File: config.mk
export PLATFORM = sky130hd
export DESIGN_NAME = dmem_arbiter_flat
export DESIGN_NICKNAME = d
export VERILOG_FILES = /design/src/rtl/dmem_arbiter_if.sv /design/src/rtl/dmem_arbiter.sv /design/src/flat_wrapper.sv
export SDC_FILE = /design/constraint.sdc
export NUM_CORES = 1
export LEC_CHECK = 0
export CORE_ASPECT_RATIO = 2
export CORE_MARGIN = 5
export CORE_UTILIZATION = 41
export DETAILED_ROUTE_END_ITERATION = 10
export GPL_TIMING_DRIVEN = 0
export HOLD_SLACK_MARGIN = 0.08
export PLACE_DENSITY = 0.81
export SLEW_MARGIN = 20
export SYNTH_ARGS = -nofsm -noshare
export SYNTH_HDL_FRONTEND = slang
export SYNTH_SLANG_ARGS = --single-unit
File: constraint.sdc
create_clock -name clk -period 5.2 [get_ports clk]
set_clock_uncertainty 0.05 [all_clocks]
set_input_delay 1.04 -clock clk [delete_from_list [all_inputs] [get_ports clk]]
set_output_delay 1.04 -clock clk [all_outputs]
set_load 0.005 [all_outputs]
File: src/rtl/dmem_arbiter_if.sv
// Request and memory bus bundle for dmem_arbiter. The arbiter uses the slave modport.
// The requesters and data_memory use the master modport. err0/err1 exist only with DMEM_ARB_ALIGN_CHECK_EN.
interface dmem_arbiter_if #(
   parameter int ADDR_W = 32,
   parameter int DATA_W = 32
);
   logic              req0;
   logic              we0;
   logic [ADDR_W-1:0] addr0;
   logic [DATA_W-1:0] wdata0;
   logic              ack0;
   logic [DATA_W-1:0] rdata0;
   logic              req1;
   logic              we1;
   logic [ADDR_W-1:0] addr1;
   logic [DATA_W-1:0] wdata1;
   logic              ack1;
   logic [DATA_W-1:0] rdata1;
   logic [ADDR_W-1:0] mem_A;
   logic [DATA_W-1:0] mem_WriteData;
   logic              mem_WE;
   logic [DATA_W-1:0] mem_ReadData;
   logic              busy;
`ifdef DMEM_ARB_ALIGN_CHECK_EN
   logic              err0;
   logic              err1;
`endif

   modport slave (
      input  req0, we0, addr0, wdata0,
      input  req1, we1, addr1, wdata1,
      input  mem_ReadData,
`ifdef DMEM_ARB_ALIGN_CHECK_EN
      output err0, err1,
`endif
      output ack0, rdata0, ack1, rdata1,
      output mem_A, mem_WriteData, mem_WE, busy
   );

   modport master (
      output req0, we0, addr0, wdata0,
      output req1, we1, addr1, wdata1,
      output mem_ReadData,
`ifdef DMEM_ARB_ALIGN_CHECK_EN
      input  err0, err1,
`endif
      input  ack0, rdata0, ack1, rdata1,
      input  mem_A, mem_WriteData, mem_WE, busy
   );
endinterface

File: src/rtl/dmem_arbiter.sv
// Round-robin two-port arbiter and IDLE/ACCESS/DONE sequencer in front of single-port data_memory.
// Optional DMEM_ARB_ALIGN_CHECK_EN blocks misaligned accesses and reports them on err0/err1.
module dmem_arbiter #(
   parameter int ADDR_W = 32,
   parameter int DATA_W = 32
) (
   input  logic           clk,
   input  logic           reset,
   dmem_arbiter_if.slave  bus
);

   typedef enum logic [1:0] {
      ST_IDLE   = 2'd0,
      ST_ACCESS = 2'd1,
      ST_DONE   = 2'd2
   } state_t;

   state_t            r_state;
   state_t            w_next_state;

   logic              r_grant_q;
   logic              r_last_grant;
   logic              r_we_q;
   logic [ADDR_W-1:0] r_addr_q;
   logic [DATA_W-1:0] r_wdata_q;
   logic              r_mem_we;
   logic              r_ack0;
   logic              r_ack1;
   logic [DATA_W-1:0] r_rdata0;
   logic [DATA_W-1:0] r_rdata1;
   logic              r_busy;

   logic              w_load;
   logic              w_win;
   logic              w_sel_we;
   logic [ADDR_W-1:0] w_sel_addr;
   logic [DATA_W-1:0] w_sel_wdata;
   logic              w_sel_ok;
   logic              w_q_ok;
   logic [DATA_W-1:0] w_rd;

`ifdef DMEM_ARB_ALIGN_CHECK_EN
   logic              r_err0;
   logic              r_err1;

   function automatic logic is_aligned(input logic [1:0] a);
      return (a == 2'b00);
   endfunction

   assign w_sel_ok = is_aligned(w_sel_addr[1:0]);
   assign w_q_ok   = is_aligned(r_addr_q[1:0]);
   assign bus.err0 = r_err0;
   assign bus.err1 = r_err1;
`else
   assign w_sel_ok = 1'b1;
   assign w_q_ok   = 1'b1;
`endif

   // State register
   always_ff @(posedge clk or posedge reset) begin
      if (reset) begin
         r_state <= ST_IDLE;
      end else begin
         r_state <= w_next_state;
      end
   end

   // Next state and arbitration: on a tie the port that did not win last time goes first
   always_comb begin
      w_next_state = r_state;
      w_load       = 1'b0;
      w_win        = r_grant_q;
      case (r_state)
         ST_IDLE: begin
            if (bus.req0 && bus.req1) begin
               w_win        = ~r_last_grant;
               w_load       = 1'b1;
               w_next_state = ST_ACCESS;
            end else if (bus.req0) begin
               w_win        = 1'b0;
               w_load       = 1'b1;
               w_next_state = ST_ACCESS;
            end else if (bus.req1) begin
               w_win        = 1'b1;
               w_load       = 1'b1;
               w_next_state = ST_ACCESS;
            end else begin
               w_next_state = ST_IDLE;
            end
         end
         ST_ACCESS: w_next_state = ST_DONE;
         ST_DONE:   w_next_state = ST_IDLE;
         default:   w_next_state = ST_IDLE;
      endcase
   end

   // Steer the winning port's request fields
   always_comb begin
      w_sel_we    = bus.we0;
      w_sel_addr  = bus.addr0;
      w_sel_wdata = bus.wdata0;
      if (w_win) begin
         w_sel_we    = bus.we1;
         w_sel_addr  = bus.addr1;
         w_sel_wdata = bus.wdata1;
      end else begin
         w_sel_we    = bus.we0;
         w_sel_addr  = bus.addr0;
         w_sel_wdata = bus.wdata0;
      end
   end

   // A blocked misaligned access returns zero instead of memory contents
   always_comb begin
      w_rd = {DATA_W{1'b0}};
      if (w_q_ok) begin
         w_rd = bus.mem_ReadData;
      end else begin
         w_rd = {DATA_W{1'b0}};
      end
   end

   // Datapath and output registers; mem_WE is registered so reset clears it asynchronously
   always_ff @(posedge clk or posedge reset) begin
      if (reset) begin
         r_grant_q    <= 1'b0;
         r_last_grant <= 1'b1;
         r_we_q       <= 1'b0;
         r_addr_q     <= {ADDR_W{1'b0}};
         r_wdata_q    <= {DATA_W{1'b0}};
         r_mem_we     <= 1'b0;
         r_ack0       <= 1'b0;
         r_ack1       <= 1'b0;
         r_rdata0     <= {DATA_W{1'b0}};
         r_rdata1     <= {DATA_W{1'b0}};
         r_busy       <= 1'b0;
`ifdef DMEM_ARB_ALIGN_CHECK_EN
         r_err0       <= 1'b0;
         r_err1       <= 1'b0;
`endif
      end else begin
         r_mem_we <= 1'b0;
         r_ack0   <= 1'b0;
         r_ack1   <= 1'b0;
         r_rdata0 <= {DATA_W{1'b0}};
         r_rdata1 <= {DATA_W{1'b0}};
         r_busy   <= (w_next_state != ST_IDLE);
`ifdef DMEM_ARB_ALIGN_CHECK_EN
         r_err0   <= 1'b0;
         r_err1   <= 1'b0;
`endif
         if (w_load) begin
            r_grant_q    <= w_win;
            r_last_grant <= w_win;
            r_we_q       <= w_sel_we;
            r_addr_q     <= w_sel_addr;
            r_wdata_q    <= w_sel_wdata;
            r_mem_we     <= w_sel_we & w_sel_ok;
         end else begin
            r_grant_q    <= r_grant_q;
            r_last_grant <= r_last_grant;
         end
         if (r_state == ST_ACCESS) begin
            if (r_grant_q) begin
               r_ack1   <= 1'b1;
               r_rdata1 <= w_rd;
`ifdef DMEM_ARB_ALIGN_CHECK_EN
               r_err1   <= ~w_q_ok;
`endif
            end else begin
               r_ack0   <= 1'b1;
               r_rdata0 <= w_rd;
`ifdef DMEM_ARB_ALIGN_CHECK_EN
               r_err0   <= ~w_q_ok;
`endif
            end
         end else begin
            r_ack0 <= 1'b0;
            r_ack1 <= 1'b0;
         end
      end
   end

   assign bus.mem_A         = r_addr_q;
   assign bus.mem_WriteData = r_wdata_q;
   assign bus.mem_WE        = r_mem_we & r_we_q;
   assign bus.ack0          = r_ack0;
   assign bus.ack1          = r_ack1;
   assign bus.rdata0        = r_rdata0;
   assign bus.rdata1        = r_rdata1;
   assign bus.busy          = r_busy;

endmodule
File: src/flat_wrapper.sv
// flat-port wrapper written by rule: the top's interface ports become plain ports
module dmem_arbiter_flat 
#(
   parameter int ADDR_W = 32,
   parameter int DATA_W = 32
)
  (clk, reset, bus_req0, bus_we0, bus_addr0, bus_wdata0, bus_req1, bus_we1, bus_addr1, bus_wdata1, bus_mem_ReadData, bus_ack0, bus_rdata0, bus_ack1, bus_rdata1, bus_mem_A, bus_mem_WriteData, bus_mem_WE, bus_busy);
  dmem_arbiter_if #(.ADDR_W(ADDR_W), .DATA_W(DATA_W)) bus_i ();
  input  logic clk;
  input  logic reset;
  input wire logic [$bits(bus_i.req0)-1:0] bus_req0;
  input wire logic [$bits(bus_i.we0)-1:0] bus_we0;
  input wire logic [$bits(bus_i.addr0)-1:0] bus_addr0;
  input wire logic [$bits(bus_i.wdata0)-1:0] bus_wdata0;
  input wire logic [$bits(bus_i.req1)-1:0] bus_req1;
  input wire logic [$bits(bus_i.we1)-1:0] bus_we1;
  input wire logic [$bits(bus_i.addr1)-1:0] bus_addr1;
  input wire logic [$bits(bus_i.wdata1)-1:0] bus_wdata1;
  input wire logic [$bits(bus_i.mem_ReadData)-1:0] bus_mem_ReadData;
  output wire logic [$bits(bus_i.ack0)-1:0] bus_ack0;
  output wire logic [$bits(bus_i.rdata0)-1:0] bus_rdata0;
  output wire logic [$bits(bus_i.ack1)-1:0] bus_ack1;
  output wire logic [$bits(bus_i.rdata1)-1:0] bus_rdata1;
  output wire logic [$bits(bus_i.mem_A)-1:0] bus_mem_A;
  output wire logic [$bits(bus_i.mem_WriteData)-1:0] bus_mem_WriteData;
  output wire logic [$bits(bus_i.mem_WE)-1:0] bus_mem_WE;
  output wire logic [$bits(bus_i.busy)-1:0] bus_busy;
  assign bus_i.req0 = bus_req0;
  assign bus_i.we0 = bus_we0;
  assign bus_i.addr0 = bus_addr0;
  assign bus_i.wdata0 = bus_wdata0;
  assign bus_i.req1 = bus_req1;
  assign bus_i.we1 = bus_we1;
  assign bus_i.addr1 = bus_addr1;
  assign bus_i.wdata1 = bus_wdata1;
  assign bus_i.mem_ReadData = bus_mem_ReadData;
  assign bus_ack0 = bus_i.ack0;
  assign bus_rdata0 = bus_i.rdata0;
  assign bus_ack1 = bus_i.ack1;
  assign bus_rdata1 = bus_i.rdata1;
  assign bus_mem_A = bus_i.mem_A;
  assign bus_mem_WriteData = bus_i.mem_WriteData;
  assign bus_mem_WE = bus_i.mem_WE;
  assign bus_busy = bus_i.busy;
  dmem_arbiter #(.ADDR_W(ADDR_W), .DATA_W(DATA_W)) u_core (.clk(clk), .reset(reset), .bus(bus_i));
endmodule
[After elaboration in Yosys (flattened, before gate mapping)]
Cells that the tools add are included.
Cells by class
  $add $sub $neg: 0
  multipliers: 0
  divide/modulo/power cells: 0
  $lt $le $gt $ge: 0
  equality and inequality tests: 1
  shift operators: 0
  muxes and demuxes: 24
  bitwise logic cells: 2
  reductions and logical operators: 3
Operators by type and width (count)
  two-way mux 32 bit: 6
  two-way mux 1 bit: 15
  two-way mux 2 bit: 2
  one-hot mux 2 bit (2 select lines): 1
  == test 2 x 1 -> 1 bit, second input constant: 1
  zero test 2 bit: 1
  nonzero test 2 bit: 1
  AND 1 bit: 1
  logical AND 1 bit: 1
  inverter 1 bit: 1
Word-level totals
  bits in registers: 137
  bits in latches: 0
  RAM bits: 0
  ROM bits: 0
  input bits: 166
  output and inout bits: 132
  logic and storage cells: 42
  memories: 0

[Longest topological paths before layout]
Gate-level depths: netlist of the first run.
  depth after elaboration: 6
  gate-level depth with buffers: 6
  gate-level depth less buffers: 3

[Least setup slack after synthesis of the first run]
Ideal clock, no wire load.
  path kind: input-to-reg
  start: input port bus_req0
  end: register u_core.r_addr_q[24] (netlist: u_core.bus.mem_A[24])
  setup time: 0.080 ns
  arrival time: 2.050 ns
  required time: 5.070 ns
  path slack: 3.020 ns
  stages: 5
  buffers on the path: 2
  path through: or3b_1 > a32o_1 > buf_6 > buf_6 > o211ai_2
Between the ends
  cells in the longest elaborated chain, start to end: 4
  elaborated cells on any way between the ends: 8
  classes of those cells: mux: 7; reduce/logical: 1
Ends and longest elaborated chain
  start, declared: line flat_wrapper.sv:11  | input wire logic [$bits(bus_i.req0)-1:0] bus_req0;
  two-way mux 1 bit or logical AND 1 bit (tied branches): line dmem_arbiter.sv:79, dmem_arbiter.sv:75
  two-way mux 1 bit: line dmem_arbiter.sv:75  | if (bus.req0 && bus.req1) begin
  two-way mux 1 bit: line dmem_arbiter.sv:73  | case (r_state)
  two-way mux 32 bit: line dmem_arbiter.sv:102  | if (w_win) begin
  end signal, assigned: line dmem_arbiter.sv:129  | r_addr_q <= {ADDR_W{1'b0}};
  end signal, assigned: line dmem_arbiter.sv:156  | r_addr_q <= w_sel_addr;
  end, declared: line dmem_arbiter.sv:24  | logic [ADDR_W-1:0] r_addr_q;
Several ways; a longest one is shown, not always the timed one.
A chain may end at the register's enable or synchronous reset.

[Worst setup path in the final report of the first run]
  start: input port bus_req0
  end: register u_core.r_wdata_q[9] (netlist: u_core.bus.mem_WriteData[9])
Between the ends
  cells in the longest elaborated chain, start to end: 4
  elaborated cells on any way between the ends: 8
  classes of those cells: mux: 7; reduce/logical: 1
Ends and longest elaborated chain
  two-way mux 1 bit or logical AND 1 bit (tied branches): line dmem_arbiter.sv:79, dmem_arbiter.sv:75
  two-way mux 1 bit: line dmem_arbiter.sv:75
  two-way mux 1 bit: line dmem_arbiter.sv:73
  two-way mux 32 bit: line dmem_arbiter.sv:102
  end signal, assigned: line dmem_arbiter.sv:130  | r_wdata_q <= {DATA_W{1'b0}};
  end signal, assigned: line dmem_arbiter.sv:157  | r_wdata_q <= w_sel_wdata;
  end, declared: line dmem_arbiter.sv:25  | logic [DATA_W-1:0] r_wdata_q;
Several ways; a longest one is shown, not always the timed one.

==> results of run 1 <==
==> final timing paths <==
path | end | slack, ps | cells past startpoint
max | u_core.bus.mem_WriteData[9]$_DFFE_PP0P_ | 2560 | 6
min | u_core.r_last_grant$_DFFE_PP1P_ | 450 | 2
max reg2reg | u_core.bus.mem_A[12]$_DFFE_PP0P_ | 3140 | 5
min reg2reg | u_core.r_last_grant$_DFFE_PP1P_ | 450 | 2
max in group asynchronous | u_core.bus.mem_WriteData[24]$_DFFE_PP0P_ | 3350 | 3
min in group asynchronous | u_core.bus.rdata0[22]$_DFF_PP0_ | 1040 | 2
==> cells in the mapped netlist (2+ instances only) <==
cell type                   count
sky130_fd_sc_hd__and2_1        34
sky130_fd_sc_hd__and3_1        32
sky130_fd_sc_hd__buf_1         10
sky130_fd_sc_hd__buf_2          4
sky130_fd_sc_hd__buf_6          4
sky130_fd_sc_hd__clkbuf_1      55
sky130_fd_sc_hd__dfrtp_1      136
sky130_fd_sc_hd__inv_1          5
sky130_fd_sc_hd__nand2_1        2
sky130_fd_sc_hd__nand3_1       65
sky130_fd_sc_hd__nor2_1         4
sky130_fd_sc_hd__o2111ai_1     65
sky130_fd_sc_hd__o211ai_1      35
sky130_fd_sc_hd__o211ai_2      30
sky130_fd_sc_hd__o21ai_0       67
==> routing by layer <==
layer | vias up | share of wire
met2 | 332 | 0.52
met1 | 2984 | 0.34
li1 | 2741 | -
met4 | 0 | 0.047
met3 | 72 | 0.090
met5 | - | 0
==> metrics by stage <==
step	hold slack (ps)	setup slack, ps	area, um^2	power [mW]
global placement	436	-1390	9310	4.01
floorplan	417	444	6110	2.77
CTS	450	2560	9920	5.26
detailed placement	443	2130	9350	4.07
global route	462	2420	9920	5.54
finish	449	2560	9920	5.23
==> layout by cell type, fill, tap and decap left out, types with 4 or more instances in the layout <==
cell type                         instances
sky130_fd_sc_hd__dfrtp_1                136
sky130_fd_sc_hd__and2_1                  34
sky130_fd_sc_hd__nor2_1                   4
sky130_fd_sc_hd__inv_1                    4
sky130_fd_sc_hd__o211ai_1                35
sky130_fd_sc_hd__and3_1                  32
sky130_fd_sc_hd__clkinvlp_4               4
sky130_fd_sc_hd__clkdlybuf4s50_1        296
sky130_fd_sc_hd__buf_2                    4
sky130_fd_sc_hd__o211ai_2                30
sky130_fd_sc_hd__nand3_1                 65
sky130_fd_sc_hd__inv_6                    5
sky130_fd_sc_hd__clkbuf_16               17
sky130_fd_sc_hd__o21ai_0                 67
sky130_fd_sc_hd__o2111ai_1               65
sky130_fd_sc_hd__buf_1                   10
sky130_fd_sc_hd__clkbuf_1                55
sky130_fd_sc_hd__buf_6                    4
==> registers in the layout, summed over array words and instances (netlist names) <==
register                  cells
u_core.bus.mem_A             32
u_core.bus.mem_WriteData     32
u_core.bus.rdata0            32
u_core.bus.rdata1            32
u_core.r_state                2
u_core.bus.ack0               1
u_core.bus.ack1               1
u_core.bus.busy               1
u_core.r_grant_q              1
u_core.r_last_grant           1
u_core.r_mem_we               1
u_core.r_we_q                 1
==> area by class of cell <==
class,instances,area (um^2),share of cell area
antenna,1,2.50,0.000252
clock buffer,18,439,0.0443
inverter,5,26.3,0.00265
clock inverter,14,130,0.0131
sequential,137,3430,0.346
timing repair buffer,297,2990,0.301
buffer,73,309,0.0312
multi-input combinational,340,2350,0.237
tap,195,244,0.0246
==> kinds of logic (layout without fill, tap and decap cells) <==
logic type | count (synthesis) | count (layout)
AO/OA/AOI/OAI | 199 | 199
AND/OR/NAND/NOR | 141 | 141
flip-flops | 137 | 137
buffers and inverters | 78 | 407
other | 0 | 1
==> power groups by stage <==
stage	clock network [mW]	registers [mW]	logic, mW
after global placement	0	1.63	2.38
final	1.17	1.64	2.42
after floorplan	0	1.66	1.11
after global routing	1.23	1.68	2.63
after detailed placement	0	1.64	2.42
after CTS	1.19	1.64	2.44
==> worst max-delay path, stage by stage <==
cell and delay [ps]:
sky130_fd_sc_hd__clkdlybuf4s50_1 480, sky130_fd_sc_hd__nor2_1 250, sky130_fd_sc_hd__clkbuf_1 460, sky130_fd_sc_hd__clkbuf_1 420, sky130_fd_sc_hd__o21ai_0 190, sky130_fd_sc_hd__o211ai_2 90
==> impl_metrics.tcl, run 1 <==
set metrics [dict create \
    vdd.ir_drop.worst_mv 0.296 \
    detailedRoute.firstIterationViolations 236 \
    grt_use_met1 0.279 \
    share_comb_of_total_power 0.463 \
    global_route.overflow_total 0 \
    synthArstFlopShare 1.00 \
    startpoint "bus_req0" \
    worst-endpoint-arrival_ps 2930 \
    globalRoute.busiestLayer "met2" \
    synth-simple-area-share 0.129 \
    cts_root_buffer "sky130_fd_sc_hd__clkbuf_16" \
    switching_part_of_the_total 0.374 \
    final_routed_wire_length_divided_by_cell_count_um 21.7 \
    synthesis.nets 721 \
    num_io_pins 298 \
    synthesis.instances 555 \
    holdCritStartpoint "u_core.r_last_grant$_DFFE_PP1P_" \
    grt_usage 0.264 \
    grt_pass1_vias 6429 \
    die_h_um 183 \
    grt_setup_unrepaired "no" \
    clk_pin_slew_worst_paths_ps 60 \
    rows 63 \
    share_seq_of_total_power 0.313 \
    crit_path_end_kind "flop" \
    routed_via_density 5.68 \
    detailedPlacementHpwl_um 17300 \
    holdCritPathClass "flop to flop" \
    post_layout_nonfiller_instances 1080 \
    cts_buffer_depth 2 \
    grt_antenna_before_repair 1 \
    edff_count_synth 0 \
    cts-hold-fix-buffers 0 \
    synth_compound_gate_area_share 0.256 \
    postLayoutCoreUtil 0.673 \
    finalSetupViolCount 0 \
    ys.flop_type "sky130_fd_sc_hd__dfrtp_1" \
    slew-limit-headroom 0.601 \
    ant_nets 0 \
    worst-setup-path-type "primary input to flop" \
    fraction_of_the_yosys_area_taken_by_sequential_cells 0.562 \
    post_synth_fa_ha_maj_area_fraction 0 \
    worstSetupStartpointType "primary input" \
    cp_max_fo 10 \
    grt_max_degree 72 \
    design.final.nets 1037 \
    worst_ep_required_time_ps 5490 \
    final-max-slew-violation-count 0 \
    groute.layer.met3.usage 0.0747 \
    core_area_mm2 0.0147 \
    switchingPower_mw 1.96 \
    die_width_um 96.3 \
    power.density_cell_area_mw_per_mm2 527 \
    area_share_of_the_largest_cell_type_after_synthesis 0.557 \
    clock_sink_count 137 \
    intPower_mw 3.27 \
    clock_latency_ps 410 \
    status "complete, no violations" \
    synthDominantAreaCellType "sky130_fd_sc_hd__dfrtp_1" \
    ys_top_cells_by_area "sky130_fd_sc_hd__dfrtp_1, sky130_fd_sc_hd__o2111ai_1, sky130_fd_sc_hd__o211ai_2, sky130_fd_sc_hd__o21ai_0, sky130_fd_sc_hd__nand3_1" \
    dieArea_mm2 0.0176 \
    rr_startpoint "u_core.r_state[1]$_DFF_PP0_" \
    clock_period_minus_final_worst_setup_slack_ps 2640 \
    detailroute.via_count 6129 \
    groute.layer.met2.usage 0.470 \
    cts_tree "done" \
    synth_mux_area_frac 0 \
    dpl.cell_count 1047 \
    cts_made_buffers 17 \
    initial_utilization 0.414 \
    postCtsResizedCells 0 \
    synth.ff_latch_count 137 \
    synth.yosys.warnings 0 \
    clkPwrFrac 0.224 \
    post-route-drc-count 0 \
    layout_fillers 1177 \
    post_route_clock_period_utilization 0.509 \
    postCtsSetupRepairBufs 0 \
    ys_types 22 \
    final_layout_size_suffix_gt1_frac 0.0837 \
    grt_first_pass_wirelength_um 35300 \
    netlist_area_mm2 0.00611 \
    largest_family_of_logic_cells_by_synthesized_area "compound AO/OA/AOI/OAI gates" \
    max_slew.worst_pin.slew_ps 598 \
    report.final.hold_viol_count 0 \
    finalWeightedCongestion 0.836 \
    placement.io_buffers 296 \
    clock.fmax_mhz 378 \
    post_synth.cell_area_avg_um2 11.0 \
    leak_nw 4.06 \
    synthesized_area_fraction_occupied_by_xor_and_xnor_cells 0 \
    clock_tree.htree_level_count 4 \
    synthToLayoutAreaGrowth_pct 62.5 \
    tns_ps 0 \
    firstDrtPassIters 4 \
    drv_cap 0 \
    wirelength_um 23400 \
]
Note: power is estimated with default switching activity, not from simulation.
==> run 2: changes to the inputs <==
--- a/config.mk
+++ b/config.mk
@@ -7,11 +7,11 @@
 export LEC_CHECK = 0
 export CORE_ASPECT_RATIO = 2
 export CORE_MARGIN = 5
-export CORE_UTILIZATION = 41
+export CORE_UTILIZATION = 37
 export DETAILED_ROUTE_END_ITERATION = 10
 export GPL_TIMING_DRIVEN = 0
 export HOLD_SLACK_MARGIN = 0.08
-export PLACE_DENSITY = 0.81
+export PLACE_DENSITY = 0.77
 export SLEW_MARGIN = 20
 export SYNTH_ARGS = -nofsm -noshare
 export SYNTH_HDL_FRONTEND = slang
==> constraint.sdc (replaced) <==
create_clock -name clk -period 2.2 [get_ports clk]
set_clock_uncertainty 0.05 [all_clocks]
set_input_delay 0.44 -clock clk [delete_from_list [all_inputs] [get_ports clk]]
set_output_delay 0.44 -clock clk [all_outputs]
set_load 0.005 [all_outputs]
==> run 2 against run 1 <==
Effect of this change:
- largest cell class unchanged
- clock power rose to 2.6 times the previous value
- non-clock buffer count increased by 3
- register-to-register slack got worse by 3000 ps
- critical endpoint is now u_core.bus.mem_WriteData[2]$_DFFE_PP0P_
- sequential power increased by 130%
- global-route usage decreased by 2.1 points
- largest power group unchanged
- via count decreased by 1.2%
- critical path type unchanged
==> impl_metrics.tcl, run 2 (synthesis gave the netlist of run 1 again) <==
set metrics [dict create \
    detailedPlacementHpwl_um 18100 \
    status "complete, no violations" \
    clock_latency_ps 410 \
    hold-worst-slack_ps 350 \
    cts-hold-fix-buffers 0 \
    final-max-slew-violation-count 0 \
    grt_first_pass_wirelength_um 35800 \
    grt_usage 0.243 \
    highest_count_cells_in_the_layout_ignoring_fill_and_taps "sky130_fd_sc_hd__clkdlybuf4s50_1, sky130_fd_sc_hd__dfrtp_1, sky130_fd_sc_hd__o21ai_0" \
    max_slew.worst_pin.slew_ps 602 \
    drv_cap 0 \
    cts_root_buffer "sky130_fd_sc_hd__clkbuf_16" \
    post-route-drc-count 0 \
    worst_path_most_repeated_cell "sky130_fd_sc_hd__clkbuf_1" \
    final_layout_size_suffix_gt1_frac 0.0857 \
    initial_utilization 0.375 \
    clock_sink_count 137 \
    worst_ep_required_time_ps 2490 \
    grt_antenna_before_repair 0 \
    crit_path_cells "clkdlybuf4s50_1 -> nor2_1 -> clkbuf_1 -> clkbuf_1 -> o21ai_0 -> o211ai_2" \
    cts_tree "done" \
    rr_startpoint "u_core.r_state[1]$_DFF_PP0_" \
    die_width_um 101 \
    grt_pass1_vias 6368 \
    crit_path_end_kind "flop" \
    met1Wirelength_um 7860 \
    grt_max_degree 38 \
    detailedRoute.firstIterationViolations 260 \
    clock_period_minus_final_worst_setup_slack_ps 2040 \
    multi_input_comb_area_mm2 0.00235 \
    postCtsResizedCells 0 \
    critPathSlowestCell "sky130_fd_sc_hd__clkdlybuf4s50_1" \
    final_std_cell_area_no_fill_mm2 0.0100 \
    ff2ff_setup_slack_ps 190 \
    clock.fmax_mhz 491 \
    layout_fillers 1374 \
    worst-endpoint-arrival_ps 2330 \
    slew-limit-headroom 0.599 \
    leak_nw 4.10 \
    finalSetupViolCount 0 \
    detailroute.via_count 6053 \
    routed_via_density 5.55 \
    placement.io_buffers 296 \
    final_routed_wire_length_divided_by_cell_count_um 21.5 \
    dpl-instance-area_mm2 0.00941 \
    core_area_mm2 0.0163 \
    num_io_pins 298 \
    firstDrtPassIters 4 \
    worstSetupStartpointType "primary input" \
    finalWeightedCongestion 0.868 \
    tns_ps 0 \
    global_route.overflow_total 0 \
    cp_max_fo 10 \
    dieArea_mm2 0.0193 \
    wirelength_um 23400 \
    cts_buffer_depth 2 \
    most_common_cell_after_layout_fill_and_taps_aside "sky130_fd_sc_hd__clkdlybuf4s50_1" \
    top_layer "met4" \
    cts_made_buffers 17 \
    vdd.ir_drop.worst_mv 0.623 \
    ant_nets 0 \
    grt_setup_unrepaired "no" \
    die_h_um 192 \
    critical-path-max-stage-delay_ps 500 \
    rows 66 \
    met3RoutedLength_um 1460 \
    diodes 0 \
    worst_r2r_endpoint "u_core.bus.mem_A[20]$_DFFE_PP0P_" \
    design.final.nets 1040 \
    met2RoutedLength_um 12900 \
    worst-setup-path-type "primary input to flop" \
    postCtsSetupRepairBufs 0 \
    synthToLayoutAreaGrowth_pct 64.3 \
    report.final.hold_viol_count 0 \
    power.density_cell_area_mw_per_mm2 1260 \
    holdCritPathClass "primary input to asynchronous set/reset pin" \
    reg2regPathDepth 5 \
    post_route_clock_period_utilization 0.926 \
    clk_pin_slew_worst_paths_ps 60 \
    seqCellArea_mm2 0.00343 \
    clock_tree.htree_level_count 4 \
]
==> run 2: cell types whose count changed in the layout (fill, tap and decap cells not counted), moves of 2 or more <==
cell                        before  now
sky130_fd_sc_hd__buf_12          0    4
sky130_fd_sc_hd__bufinv_16       0    4
sky130_fd_sc_hd__inv_6           5    2
sky130_fd_sc_hd__inv_8           3    0
sky130_fd_sc_hd__clkinv_2        0    2
==> run 2: worst max-delay path, delay by kind of cell <==
| kind | cells | cell delay (ps) |
|---|---|---|
| AO/OA/AOI/OAI | 2 | 270 |
| AND/OR/NAND/NOR | 1 | 240 |
| buffers and inverters | 3 | 1360 |
==> run 2: area by class of cell <==
type | count | area share
Sequential cell | 137 | 0.342
Clock inverter | 14 | 0.0195
Tap cell | 204 | 0.0254
Buffer | 73 | 0.0308
Multi-Input combinational cell | 340 | 0.234
Clock buffer | 18 | 0.0428
Timing Repair Buffer | 300 | 0.303
Inverter | 5 | 0.00224
==> run 2: layer usage <==
| metal | vias up | track usage |
|---|---|---|
| met3 | 72 | 0.0589 |
| li1 | 2752 | - |
| met1 | 2965 | 0.251 |
| met2 | 264 | 0.442 |
| met4 | 0 | 0.131 |
| met5 | - | 0 |
==> run 2: worst max path at each step <==
stage / slack, ps / startpoint / end
after CTS: 130 / u_core.r_state[1]$_DFF_PP0_ / u_core.bus.mem_A[20]$_DFFE_PP0P_
final: 160 / bus_req0 / u_core.bus.mem_WriteData[2]$_DFFE_PP0P_
after floorplan: 4 / reset / u_core.bus.ack0$_DFF_PP0_
after global placement: -1210 / reset / u_core.bus.mem_A[23]$_DFFE_PP0P_
after global routing: 20 / u_core.r_state[1]$_DFF_PP0_ / u_core.bus.mem_A[20]$_DFFE_PP0P_
after detailed placement: -220 / bus_req0 / u_core.bus.mem_WriteData[4]$_DFFE_PP0P_
==> run 2: where the power goes <==
group          internal [mW]  switching (mW)
registers               3.43           0.420
clock network           1.90            1.13
logic                   2.80            2.95
total                   8.13            4.50
==> run 2: stage by stage <==
step	total power [mW]	util	setup WS, ps	cells
final	12.6	0.617	163	1091
after global routing	13.4	0.617	20.2	1091
after CTS	12.7	0.617	128	1091
after detailed placement	9.66	0.578	-220	1059
after global placement	9.54	0.573	-1210	1055
after floorplan	6.54	-	3.68	555
==> variant 1, RTL diff (flow settings as in run 2) <==
The 3 states of `state_t` get a one-hot encoding in 3 bits.
--- a/src/rtl/dmem_arbiter.sv
+++ b/src/rtl/dmem_arbiter.sv
@@ -9,10 +9,10 @@
    dmem_arbiter_if.slave  bus
 );
 
-   typedef enum logic [1:0] {
-      ST_IDLE   = 2'd0,
-      ST_ACCESS = 2'd1,
-      ST_DONE   = 2'd2
+   typedef enum logic [2:0] {
+      ST_IDLE   = 3'b001,
+      ST_ACCESS = 3'b010,
+      ST_DONE   = 3'b100
    } state_t;
 
    state_t            r_state;
Behaviour: same outputs for any inputs over 4 cycles, from zero or initial values and one cycle with reset high; so few cycles prove little.
==> variant 1 against run 2 <==
- synthesized area fell by 12%
- sequential share of layout area rose by 3.2 points
- maximum frequency barely moved
- utilization rose by 3.1 points
- critical endpoint is now u_core.bus.mem_A[30]
- sequential cell count rose by 1
- total power fell by 9.3%
- hold slack improved by 22 ps
- cell area fell by 7.9%
- setup slack improved by 1.6 ps
- combinational power fell by 16%
- wire length fell by 25%
- largest power group unchanged
- via count fell by 25%
==> variant 1: results (changes against run 2) <==
Leak: 4.29 nW (+4.6%)
Synth warn: 0 (unchanged)
Share of cells above drive strength 1: 6.69% (-1.9 points)
Clock buffer depth: 2 (unchanged)
Number of enable flip-flop cells after synthesis: 0 (unchanged)
Max VDD drop: 0.655 mV (+5.2%)
Status: finished, final reports clean
Compound-Gate Fraction of Synth Area: 6.74% (-19 points)
Port Buf Inserts: 297 (+0.34%)
Nets: 930 (-11%)
Post-Synth XOR/XNOR Area: 0% (unchanged)
Top post-synthesis cells by count: dfrtp_1, nand2_1, mux2i_1
Placed Instance Area: 8640 um^2 (-8.2%)
Sequential area share after synthesis: 64.7% (+8.5 points)
Htree depth: 4 (unchanged)
Max incr delay on CP: 530 ps (+30 ps)
Initial antenna violation count: 0 (unchanged)
Global placer's final weighted congestion: 0.847 (-2.4%)
Drt initial violations: 108 (-58%)
WL per Instance: 18.2 um (-15%)
# diodes: 0 (unchanged)
Area contributors post-synth: dfrtp_1, mux2i_1, o21ai_1, nand2_1, and2_1
Mux share of post-synthesis cell area: 12.2% (+12 points)
Slew HR: 65.2% (+5.3 points)
Detail Placement HPWL: 14200 um (-21%)
Post-synthesis async set-or-reset flop share: 100% (unchanged)
Vias in the first global route: 5039 (-21%)
GRT Overall Usage: 20.9% (-3.4 points)
Largest net degree at the start of global routing: 34 (-11%)
First-pass GRT wire length: 27200 um (-24%)
CTS root buf: clkbuf_16
TritonCTS buffer count: 17 (unchanged)
Critical path arrival: 2260 ps (-70 ps)
Netlist cell types: 20 (-9.1%)
Syn Nets: 610 (-15%)
Routed via count: 4522 (-25%)
variant 1: cell types whose count changed in the layout (fill, tap and decap cells not counted), moves of 30 or more:
cell / before / now
mux2i_1: 0 / 65
nand2_1: 2 / 67
nand3_1: 65 / 0
o2111ai_1: 65 / 0
o21ai_0: 67 / 5
o21ai_1: 0 / 60
clkbuf_1: 56 / 20
o211ai_1: 35 / 0
o211ai_2: 30 / 0
variant 1: report_power, final:
group | switching, mW | internal (mW)
Combinational | 2.26 | 2.59
Clock | 1.15 | 1.72
Sequential | 0.388 | 3.35
variant 1: layout make-up:
cell class	count	area (um^2)
timing repair buffer	301	3050
clock buffer	18	439
fill	1172	5030
tap	192	240
sequential	138	3460
clock inverter	14	159
inverter	5	22.5
multi-input combinational	271	1720
buffer	30	155
variant 1: critical path: cells and delay by family:
kind                   cells  cell delay, ps
buffers and inverters      3            1030
AOI/OAI and AO/OA          2             380
muxes                      1             300
and+or+nand+nor            1             110
variant 1: cell families after synthesis:
logic type / after synthesis
flip-flops: 138
AND/OR/NAND/NOR: 138
AO/OA/AOI/OAI: 68
multiplexers: 65
buffers and inverters: 35
variant 1: worst paths after layout:
kind	slack [ps]	cells after the start	startpoint	endpoint
worst max-delay path	160	7	bus_req0	u_core.bus.mem_A[30]
worst min-delay path	370	2	reset	u_core.bus.mem_A[25]
worst max register to register	230	6	u_core.r_last_grant	u_core.bus.mem_A[30]
worst min register to register	430	2	u_core.bus.mem_A[12]	u_core.bus.mem_A[12]
max in group asynchronous	910	4	reset	u_core.r_last_grant
min in group clk	430	2	u_core.bus.mem_A[12]	u_core.bus.mem_A[12]
variant 1: timing repair:
item	CTS	global route
setup endpoints to repair	0	30
gates resized for setup	0	2
setup buffers	0	0
variant 1: through the flow:
stage / setup slack, ps / std cells
global route: 79.4 / 969
detailed placement: -326 / 937
CTS: 90.7 / 969
global placement: -1140 / 933
floorplan: -9.49 / 444
finish: 165 / 969
variant 1: layer usage:
metal  GRT usage [%]  part of all wire (%)  vias to the layer above
met3            7.20                   8.6                       43
li1                -                     -                     2135
met4            9.08                   3.5                        0
met5               0                     0                        -
met2            37.2                    54                      189
met1            21.5                    34                     2155
==> variant 2, RTL diff (flow settings as in run 2) <==
Made on the original files. `DATA_W` is set to 32 in 3 places; all go to 16.
--- a/src/rtl/dmem_arbiter_if.sv
+++ b/src/rtl/dmem_arbiter_if.sv
@@ -2,7 +2,7 @@
 // The requesters and data_memory use the master modport. err0/err1 exist only with DMEM_ARB_ALIGN_CHECK_EN.
 interface dmem_arbiter_if #(
    parameter int ADDR_W = 32,
-   parameter int DATA_W = 32
+   parameter int DATA_W = 16
 );
    logic              req0;
    logic              we0;
--- a/src/rtl/dmem_arbiter.sv
+++ b/src/rtl/dmem_arbiter.sv
@@ -2,7 +2,7 @@
 // Optional DMEM_ARB_ALIGN_CHECK_EN blocks misaligned accesses and reports them on err0/err1.
 module dmem_arbiter #(
    parameter int ADDR_W = 32,
-   parameter int DATA_W = 32
+   parameter int DATA_W = 16
 ) (
    input  logic           clk,
    input  logic           reset,
--- a/src/flat_wrapper.sv
+++ b/src/flat_wrapper.sv
@@ -2,7 +2,7 @@
 module dmem_arbiter_flat 
 #(
    parameter int ADDR_W = 32,
-   parameter int DATA_W = 32
+   parameter int DATA_W = 16
 )
   (clk, reset, bus_req0, bus_we0, bus_addr0, bus_wdata0, bus_req1, bus_we1, bus_addr1, bus_wdata1, bus_mem_ReadData, bus_ack0, bus_rdata0, bus_ack1, bus_rdata1, bus_mem_A, bus_mem_WriteData, bus_mem_WE, bus_busy);
   dmem_arbiter_if #(.ADDR_W(ADDR_W), .DATA_W(DATA_W)) bus_i ();
Ports: changed (6 resized); port bits go from 298 to 202. The function was not compared with the original's and may differ.
==> variant 2 against run 2 <==
- global-route usage down 2.0 points
- sequential cell count is 48 lower
- synthesized area down 31%
- die area fell by 29%
- cell area is 33% lower
- total power decreased by 36%
- register-to-register slack improved by 410 ps
- wire length is 33% lower
- hold slack gained 99 ps
- setup slack improved by 230 ps
- combinational power shrank 34%
- sequential share of layout area fell by 1.1 points
==> variant 2: results (changes against run 2) <==
Status: finished, final reports clean
TritonCTS buffer count: 9 (-8)
Reg2reg setup slack: 600 ps (+410 ps)
Share of cells above drive strength 1: 9.82% (+1.3 points)
Pre-CTS setup slack: 398 ps (+617 ps)
Nets: 724 (-30%)
Starting Density: 37.5% (-0.042 points)
Placed Cells: 737 (-30%)
Crit-path max FO: 2 (-8)
Met1 Usage GRT: 24.5% (-0.61 points)
Pre-Repair DR Iteration Count: 5 (+1)
Largest net degree at the start of global routing: 37 (-2.6%)
Critical path arrival: 1320 ps (-1010 ps)
Syn_area_per_cell: 10.7 um^2 (-3.0%)
Detail Placement HPWL: 12100 um (-33%)
Vias in the first global route: 4615 (-28%)
GR Util met3: 4.47% (-1.4 points)
Worst min path class: flop to flop
Filler instances: 982 (-29%)
Syn Nets: 512 (-29%)
Leak: 2.77 nW (-33%)
Routed via count: 4365 (-28%)
Slew HR: 55.6% (-4.3 points)
Reg2reg start: u_core.r_last_grant
Grt met2 use: 40.2% (-4.0 points)
Netlist cell types: 25 (+14%)
Htree depth: 3 (-1)
Drt initial violations: 203 (-22%)
Port Buf Inserts: 199 (-33%)
Sequential area share after synthesis: 53.0% (-3.2 points)
Top post-synthesis cells by count: o2111ai_1, dfrtp_1, nand3_1
Reg2reg end: u_core.bus.mem_A[14]
Syn Std Cell Area: 4210 um^2 (-31%)
WL per Instance: 20.7 um (-3.5%)
GRT Overall Usage: 22.4% (-2.0 points)
Non-filler cells, final: 753 (-31%)
Area contributors post-synth: dfrtp_1, o2111ai_1, nand3_1, o21ai_1, and2_1
Global placer's final weighted congestion: 0.836 (-3.7%)
Clock latency on the worst-skew pair: 330 ps (-80 ps)
Max VDD drop: 0.634 mV (+1.8%)
First-pass GRT wire length: 24300 um (-32%)
variant 2: cell types whose count changed after synthesis, sizes merged, moves of 15 or more:
cell | before | now
and2 | 34 | 18
o2111ai | 65 | 98
clkbuf | 55 | 24
dfrtp | 136 | 88
buf | 18 | 33
o211ai | 65 | 1
and3 | 32 | 16
o21ai | 67 | 52
nand3 | 65 | 49
variant 2: layout make-up:
cell class,instances,area share (%)
well taps,142,2.64
inverters,5,0.335
clock inverters,7,1.25
plain buffers,57,4.54
clock buffers,9,3.35
repair buffers,201,30.2
multi-input cells,243,24.6
flip-flops and latches,89,33.1
variant 2: how the worst max path moves through the flow:
stage	from	endpoint	slack, ps	cells past startpoint
after CTS	u_core.r_we_q	bus_mem_WE	350	2
after global placement	reset	u_core.bus.rdata1[5]	-260	2
after floorplan	reset	u_core.bus.ack0	680	1
final	u_core.r_we_q	bus_mem_WE	390	2
after global routing	u_core.r_we_q	bus_mem_WE	330	2
after detailed placement	reset	u_core.bus.rdata1[5]	400	4
variant 2: layer usage:
layer  wire (um)  part of all wire (%)
met1        5610                    36
met2        8500                    54
met3         867                   5.6
met4         635                   4.1
met5           0                     0
variant 2: per-stage QoR:
| stage | cell area (um^2) | hold WS, ps | power (mW) | TNS [ps] |
|---|---|---|---|---|
| after global routing | 6730 | 469 | 8.50 | 0 |
| after floorplan | 4210 | 431 | 4.38 | 0 |
| after global placement | 6380 | 424 | 6.33 | -21760 |
| after CTS | 6730 | 452 | 8.08 | 0 |
| after detailed placement | 6420 | 435 | 6.46 | 0 |
| final | 6730 | 449 | 8.03 | 0 |
variant 2: worst max-delay path, cell delays in order, from the launching register on:
cell,delay [ps]
dfrtp_1,340
and2_1,120
clkdlybuf4s50_1,520
variant 2: report_power, final:
group / switching [mW] / internal, mW / leakage [nW] / total, mW
logic: 1.90 / 1.92 / 1.47 / 3.82
registers: 0.345 / 2.27 / 1.14 / 2.61
clock network: 0.695 / 0.905 / 0.154 / 1.60
total: 2.94 / 5.09 / 2.77 / 8.03
variant 2: cells by family (layout without fill, tap and decap cells):
kind of cell / after synthesis / after routing / synth area share (%)
buffers and inverters: 62 / 279 / 7.71
DFF: 89 / 89 / 53.0
AOI/OAI and AO/OA: 152 / 152 / 27.2
and+or+nand+nor: 91 / 91 / 12.1
